## src/rtl/i2c_txn_arbiter.sv

```systemverilog
// ---------------------------------------------------------------------------
// i2c_txn_arbiter
//
// Shares a single I2C master between NREQ requesters. A round-robin search
// picks one pending requester and latches its address, direction and write
// byte into the master. The arbiter then launches one single-byte
// transaction and follows the master's ready handshake until it completes.
// The winner gets a one-cycle done pulse (with read data) or a one-cycle err
// pulse. Master errors and hangs are cleared by holding the master's
// active-high reset for RST_CYCLES cycles.
//
// Ports:
//   clk, rst        system clock; synchronous active-low reset
//   req             per-requester request level (held until own done/err)
//   req_addr        7-bit slave address per requester, packed [7i+6:7i]
//   req_rw          per-requester direction, 1 = read
//   req_wdata       write byte per requester, packed [8i+7:8i]
//   gnt             one-hot grant, held from grant until completion
//   done / err      one-cycle completion / failure pulse for the winner
//   rdata           last read byte, updated with done of a read
//   busy            high whenever the sequencer is not idle
//   m_*             connection to the I2C master (m_rst is active-high)
// ---------------------------------------------------------------------------
module i2c_txn_arbiter #(
  parameter int NREQ       = 2,
  parameter int TIMEOUT    = 4096,
  parameter int RST_CYCLES = 8    // must not exceed TIMEOUT (shares the timer)
) (
  input  logic                 clk,
  input  logic                 rst,
  input  logic [NREQ-1:0]      req,
  input  logic [7*NREQ-1:0]    req_addr,
  input  logic [NREQ-1:0]      req_rw,
  input  logic [8*NREQ-1:0]    req_wdata,
  output logic [NREQ-1:0]      gnt,
  output logic [NREQ-1:0]      done,
  output logic [NREQ-1:0]      err,
  output logic [7:0]           rdata,
  output logic                 busy,
  output logic [6:0]           m_addr,
  output logic                 m_rw,
  output logic [7:0]           m_data_in,
  output logic                 m_start,
  output logic                 m_more_data,
  output logic                 m_rst,
  input  logic                 m_ready,
  input  logic                 m_error,
  input  logic [7:0]           m_data_out
);

  localparam int PW = $clog2(NREQ);
  localparam int TW = $clog2(TIMEOUT);
  localparam logic [TW-1:0] TIMER_LAST = TW'(TIMEOUT - 1);
  localparam logic [TW-1:0] RST_LAST   = TW'(RST_CYCLES - 1);

  typedef enum logic [2:0] {
    S_IDLE,
    S_LAUNCH,
    S_ACTIVE,
    S_COMPLETE,
    S_RECOVER
  } state_t;

  state_t          state_q, state_d;
  logic [PW-1:0]   rr_ptr_q, rr_ptr_d;
  logic [TW-1:0]   timer_q, timer_d;
  logic [NREQ-1:0] gnt_q, gnt_d;
  logic [NREQ-1:0] done_q, done_d;
  logic [NREQ-1:0] err_q, err_d;
  logic [7:0]      rdata_q, rdata_d;
  logic            busy_q, busy_d;
  logic [6:0]      m_addr_q, m_addr_d;
  logic            m_rw_q, m_rw_d;
  logic [7:0]      m_data_in_q, m_data_in_d;
  logic            m_start_q, m_start_d;
  logic            m_rst_q, m_rst_d;
  logic            go_fail;

  // Candidate order for the round-robin search: cand_idx[0] is the requester
  // just after the last winner, cand_idx[NREQ-1] is the last winner itself.
  logic [PW-1:0] cand_idx [NREQ];
  logic [PW-1:0] win_idx;

  genvar gi;
  generate
    for (gi = 0; gi < NREQ; gi++) begin : g_cand
      localparam int OFS = gi + 1;
      assign cand_idx[gi] = (int'(rr_ptr_q) + OFS >= NREQ)
                          ? PW'(int'(rr_ptr_q) + OFS - NREQ)
                          : PW'(int'(rr_ptr_q) + OFS);
    end
  endgenerate

  // Scan from the lowest priority upward so the last hit is the winner.
  always_comb begin
    win_idx = '0;
    for (int k = NREQ - 1; k >= 0; k--) begin
      if (req[cand_idx[k]]) begin
        win_idx = cand_idx[k];
      end
    end
  end

  always_comb begin
    state_d     = state_q;
    rr_ptr_d    = rr_ptr_q;
    timer_d     = timer_q;
    gnt_d       = gnt_q;
    done_d      = '0;
    err_d       = '0;
    rdata_d     = rdata_q;
    m_addr_d    = m_addr_q;
    m_rw_d      = m_rw_q;
    m_data_in_d = m_data_in_q;
    m_start_d   = m_start_q;
    m_rst_d     = m_rst_q;
    go_fail     = 1'b0;

    case (state_q)
      S_IDLE: begin
        m_rst_d = 1'b0;
        if (m_error) begin
          // Stale master error with nobody granted: recover silently.
          state_d = S_RECOVER;
          m_rst_d = 1'b1;
          timer_d = '0;
        end else if ((|req) && m_ready) begin
          state_d          = S_LAUNCH;
          gnt_d            = '0;
          gnt_d[win_idx]   = 1'b1;
          rr_ptr_d         = win_idx;
          m_addr_d         = req_addr[7*win_idx +: 7];
          m_rw_d           = req_rw[win_idx];
          m_data_in_d      = req_wdata[8*win_idx +: 8];
          m_start_d        = 1'b1;
          timer_d          = '0;
        end
      end

      S_LAUNCH: begin
        // Start is held until the master acknowledges by dropping ready.
        if (!m_ready) begin
          m_start_d = 1'b0;
          state_d   = S_ACTIVE;
          timer_d   = '0;
        end else if (timer_q == TIMER_LAST) begin
          go_fail = 1'b1;
        end else begin
          timer_d = timer_q + 1'b1;
        end
      end

      S_ACTIVE: begin
        // Error takes precedence over a simultaneous ready.
        if (m_error) begin
          go_fail = 1'b1;
        end else if (m_ready) begin
          if (m_rw_q) begin
            rdata_d = m_data_out;
          end
          done_d  = gnt_q;
          state_d = S_COMPLETE;
        end else if (timer_q == TIMER_LAST) begin
          go_fail = 1'b1;
        end else begin
          timer_d = timer_q + 1'b1;
        end
      end

      S_COMPLETE: begin
        gnt_d   = '0;
        state_d = S_IDLE;
      end

      S_RECOVER: begin
        if (timer_q == RST_LAST) begin
          m_rst_d = 1'b0;
          state_d = S_IDLE;
        end else begin
          timer_d = timer_q + 1'b1;
        end
      end

      default: begin
        state_d = S_IDLE;
      end
    endcase

    // Failed transaction: report to the current winner and reset the master.
    if (go_fail) begin
      state_d   = S_RECOVER;
      err_d     = gnt_q;
      gnt_d     = '0;
      m_start_d = 1'b0;
      m_rst_d   = 1'b1;
      timer_d   = '0;
    end

    busy_d = (state_d != S_IDLE);
  end

  always_ff @(posedge clk) begin
    if (!rst) begin
      state_q     <= S_IDLE;
      rr_ptr_q    <= PW'(NREQ - 1);
      timer_q     <= '0;
      gnt_q       <= '0;
      done_q      <= '0;
      err_q       <= '0;
      rdata_q     <= '0;
      busy_q      <= 1'b0;
      m_addr_q    <= '0;
      m_rw_q      <= 1'b0;
      m_data_in_q <= '0;
      m_start_q   <= 1'b0;
      m_rst_q     <= 1'b1;
    end else begin
      state_q     <= state_d;
      rr_ptr_q    <= rr_ptr_d;
      timer_q     <= timer_d;
      gnt_q       <= gnt_d;
      done_q      <= done_d;
      err_q       <= err_d;
      rdata_q     <= rdata_d;
      busy_q      <= busy_d;
      m_addr_q    <= m_addr_d;
      m_rw_q      <= m_rw_d;
      m_data_in_q <= m_data_in_d;
      m_start_q   <= m_start_d;
      m_rst_q     <= m_rst_d;
    end
  end

  assign gnt         = gnt_q;
  assign done        = done_q;
  assign err         = err_q;
  assign rdata       = rdata_q;
  assign busy        = busy_q;
  assign m_addr      = m_addr_q;
  assign m_rw        = m_rw_q;
  assign m_data_in   = m_data_in_q;
  assign m_start     = m_start_q;
  assign m_rst       = m_rst_q;
  // Only single-byte transactions are issued.
  assign m_more_data = 1'b0;

endmodule

```

## config.mk

```make
export PLATFORM = sky130hd
export DESIGN_NAME = i2c_txn_arbiter
export DESIGN_NICKNAME = d
export VERILOG_FILES = /design/src/rtl/i2c_txn_arbiter.sv
export SDC_FILE = /design/constraint.sdc
export NUM_CORES = 1
export LEC_CHECK = 0
export ABC_AREA = 0
export CORE_MARGIN = 3
export CORE_UTILIZATION = 42
export DETAILED_ROUTE_END_ITERATION = 8
export PLACE_DENSITY = 0.8
export SETUP_SLACK_MARGIN = 0.15
export SLEW_MARGIN = 20
export SYNTH_ARGS = -nofsm -noshare
export SYNTH_HDL_FRONTEND = slang
export SYNTH_SLANG_ARGS = --single-unit
```

## constraint.sdc

```tcl
create_clock -name clk -period 1.7 [get_ports clk]
set_input_delay 0.34 -clock clk [delete_from_list [all_inputs] [get_ports clk]]
set_output_delay 0.34 -clock clk [all_outputs]
set_load 0.05 [all_outputs]
```

# After elaboration in Yosys (flattened, before gate mapping)
# Index checks and enable logic that the tools add are counted.
# W data, S select, Z words.
# word_totals
reg_bits,49
output_inout_bits,34
inputBits,46
word_cells,106
# classes
multipliers,1
muxes,43
bitwise_logic,4
addsub,5
n_reduce_logical,18
magnitude_cmp,6
n_eq_ne,14
shifts,2
# ops
cell,count
$mux W12,7
$pmux W12 S4,1
$mux W3,7
$mux W1,20
$shiftx A16 B5 Y8,1
$ne A2 B2 Y1 const B,7
$shiftx A14 B5 Y7,1
$add A12 B1 Y12 const B,1
$eq A12 B12 Y1 const B,1
$eq A12 B3 Y1 const B,1
$pmux W3 S4,1
$reduce_and A4 Y1,2
$eq A3 B2 Y1 const B,2
$lt A1 B2 Y1 const B,3
$pmux W1 S2,3
$reduce_and A3 Y1,2
$reduce_bool A2 Y1,3
$reduce_and A5 Y1,1
$mul A3 B1 Y4 const A,1
$mux W2,2
$not A1 Y1,4
$pmux W2 S2,1
$reduce_and A2 Y1,2
$reduce_bool A4 Y1,1
other kinds (15),18

# Logic depth before layout (Yosys ltp)
# depth
word_depth,14
mapped_depth,7
mapped_depth_nobuf,6

# Least setup slack after synthesis
# Ideal clock, no wire load.
# synth_path
kind,register -> register
start,register timer_q[0]
end,register timer_q[3]
setup_slack_ns,-0.050
synth_period_minus_slack_ns,1.750
n_path_buf,1
path_stages_with_launch,8
arrival_time_ns,1.618
path_cell_list,dfxtp_1 ha_1 nor4bb_1 nand4_1 o21a_4 buf_6 a31oi_1 a211oi_2
# synth_via
elab_chain_len,6
word_cells_on_any_way,17
classes_between,add/sub: 1; eq/ne: 3; mux: 11; reduce/logical: 2
# synth_lines
element,line,text
"start, declared",66,"logic [TW-1:0] timer_q, timer_d;"
"start signal, assigned",220,timer_q <= timer_d;
branches (longest 6 deep; another with $add A12 B1 Y12),--,
# Parallel ways; which one is timed is not known. The select of a mux whose other input is x is not followed.
# A chain may end at the register's enable or synchronous reset.

# Worst setup path in the final report
# layout_path
start,register timer_q[1]
end,register timer_q[6]
# The elaborated chain is that of the path after synthesis.

==> results.cfg <==
[finish]
stdcell_count = 460
stdcell_area_um2 = 4160
fin_nets = 434
synthToLayoutAreaGrowth_pct = 68.2
drive_gt1_share_pct = 47.7
post-route-util_pct = 74.3
fillers = 359
n_antenna_cell = 0

[floorplanning]
die_h_um = 82.8
dieWidth_um = 82.8
die-area_um2 = 6850
placementRows = 27
boundaryPins = 80
start_util_pct = 44.2
core_area_um2 = 5610

[detailed_routing]
drt-total-wl_um = 8620
viasPerCell = 5.77
antenna_left = 0
drt-pass1-iter-count = 5
drt_iter0_drc = 324
via_count = 2652
detail_route.wl_per_cell_um = 18.7
drc = 0

[clock_tree]
clockBufferDepth = 2
clkLatencyLatePin_ps = 310
clk_pin_slew_ps = 100
clock_sinks = 49
root_buffer = clkbuf_8
htreeDepth = 2
cts_buffers = 5
tritoncts = done

[outcome]
violations = setup timing
status = finished, violations left

[worst_setup_path]
cp_data_arrival_time_ps = 2020
crit_path_cell_trace = ha_4 > nor4bb_4 > nand4_1 > buf_4 > o21a_4 > buf_12 > a31oi_1 > nor3_1
crit_path_end_kind = register
reg2reg_from = timer_q[1]
cpPeakStageDelay_ps = 380
critPathLaunchType = register
worstRegToRegCells = 8
path_class = register to register
cp_max_fo = 7
r2r-end = timer_q[6]
worstPathRequired_ps = 1900
r2r_slack_ps = -130
cp_slowest_cell = dfxtp_4

[global_route]
grt_usage_pct = 22.6
grt_antenna_before_repair = 0
grt_overflow = 0
grt_max_degree = 18
grt_pass1_vias = 2475
grt_pass1_wl_um = 11900

[timing]
rsz0062_at_grt = true
fin_tns_setup_ps = -1320
min_period_over_period_pct = 107
slew_violations = 0
hold_viol_final = 0
fin_skew_ps = 10.2
post-route-min-period_ps = 1830
max_freq_mhz = 548
whs_ps = 498
setup_violations = 28
layout_setup_ws_ps = -125

[hold_path]
hold_end = err[0]
min_from = gnt[0]
worstHoldPathCells = 2
hold_class = register to register

[power]
leakagePower_nw = 1.61
vdd_drop_max_mv = 0.403
p_total_mw = 2.98
pwr_density_cell_nw_per_um2 = 715

[yosys]
synth-edff-count = 0
ys_types = 51
synth_top_area_share_pct = 39.6
synth_area_um2 = 2480
async_flop_share_pct = 0
ys_ff_latch = 49
ys.flop_type = dfxtp_1
ys_warn_count = 0
avgSynthCellArea_um2 = 9.56
seq_area_frac_synth_pct = 39.6
syn_inst = 259
ys_top_cells_by_area = dfxtp_1, mux2i_1, a211oi_2
synth_nets = 306
synth_top_area_cell = dfxtp_1

[placed_design]
dp_hpwl_um = 5010
place_congestion = 0.911
port_buffers = 78
post_dp_cell_area_um2 = 3520
post-place-ws_ps = -491
dp_cells = 425

[job]
drv_cap = 0
-- synthesized netlist by cell type, types with 2 or more instances --
library cell and count:
dfxtp_1 49, nor2_1 33, mux2i_1 24, a211oi_2 19
nand2_1 18, o21ai_0 11, a21oi_1 10, nand3_1 9
nand4_1 8, nor3_1 8, a31oi_1 6, buf_6 6
buf_2 5, nor2_2 5, a211oi_1 4, buf_4 3
inv_1 3, a221oi_1 2, a31o_2 2, and3_1 2
clkbuf_1 2
-- critical path: cells and delay by family, from the launching register on --
family	cells	cell delay, ps
DFF	1	380
buffers and inverters	2	350
AOI/OAI and AO/OA	2	310
and+or+nand+nor	3	530
adders and majority gates	1	140
-- layout by cell type (no fill, tap or decap), drive strengths merged, types with 2 or more instances in the layout --
cell type,n
a221oi,3
dlygate4sd2,4
inv,3
or3,2
mux2i,24
dfxtp,49
o21ai,13
buf,90
nor3b,2
clkbuf,5
a21oi,10
a31oi,6
nand4,8
nand3,9
nor2,38
clkinv,2
a31o,3
nor3,10
and3,2
clkdlybuf4s50,41
nand2,21
a211oi,24
o21a,2
-- power by group --
part | switching [mW] | total (mW) | internal [mW]
clock | 0.417 | 0.858 | 0.441
sequential | 0.0444 | 1.24 | 1.19
combinational | 0.486 | 0.883 | 0.397
-- registers in the layout, summed over array words and instances, names as in the netlist --
register   cells
timer_q       12
rdata          8
busy           1
m_addr         7
done           2
state_q        3
err            2
m_data_in      8
gnt            2
rr_ptr_q       1
m_start        1
m_rst          1
m_rw           1
-- logic make-up (layout without fill, tap and decap cells) --
logic type	Yosys count	count (layout)	share of synthesized area, %
compound gates	66	66	23.1
xor+xnor	1	1	0.354
fa+ha+maj	1	1	0.505
buf+inv	20	147	5.56
flops	49	49	39.6
mux	24	24	9.70
other cells	1	1	0.151
simple gates	97	99	21.0
-- how the worst max path moves through the flow --
stage	start	endpoint	slack [ps]	cells past startpoint
global route	timer_q[1]	timer_q[6]	-160	8
CTS	timer_q[10]	gnt[0]	60	6
finish	timer_q[1]	timer_q[6]	-130	8
global placement	m_ready	timer_q[1]	-420	6
detailed placement	m_ready	timer_q[1]	-490	6
floorplan	state_q[0]	m_addr[2]	90	6
-- area by class of cell --
cell class                 count  area, um^2  area share (%)
clock inverter                 3        46.3            1.11
multi-input combinational    192        1670            40.1
timing repair buffer         135        1270            30.4
inverter                       4        15.0           0.361
clock buffer                   5        68.8            1.65
sequential                    49        1010            24.2
tap                           72        90.1            2.16
-- repair_timing --
| item | in CTS | in global routing |
|---|---|---|
| setup endpoints to repair | 46 | 43 |
| pin swaps | 7 | 11 |
| resized for setup | 43 | 34 |
| cloned | 2 | 2 |
| hold buffers | 0 | 0 |
| setup buffers | 16 | 7 |
-- metal layers --
| layer | GRT usage [%] | vias up | wire length [um] |
|---|---|---|---|
| met5 | 0 | - | 0 |
| met4 | 7.19 | 0 | 214 |
| met3 | 5.08 | 29 | 686 |
| met2 | 38.9 | 164 | 4170 |
| met1 | 27.8 | 1249 | 3540 |
| li1 | - | 1210 | - |
(Power assumes the default switching activity.)
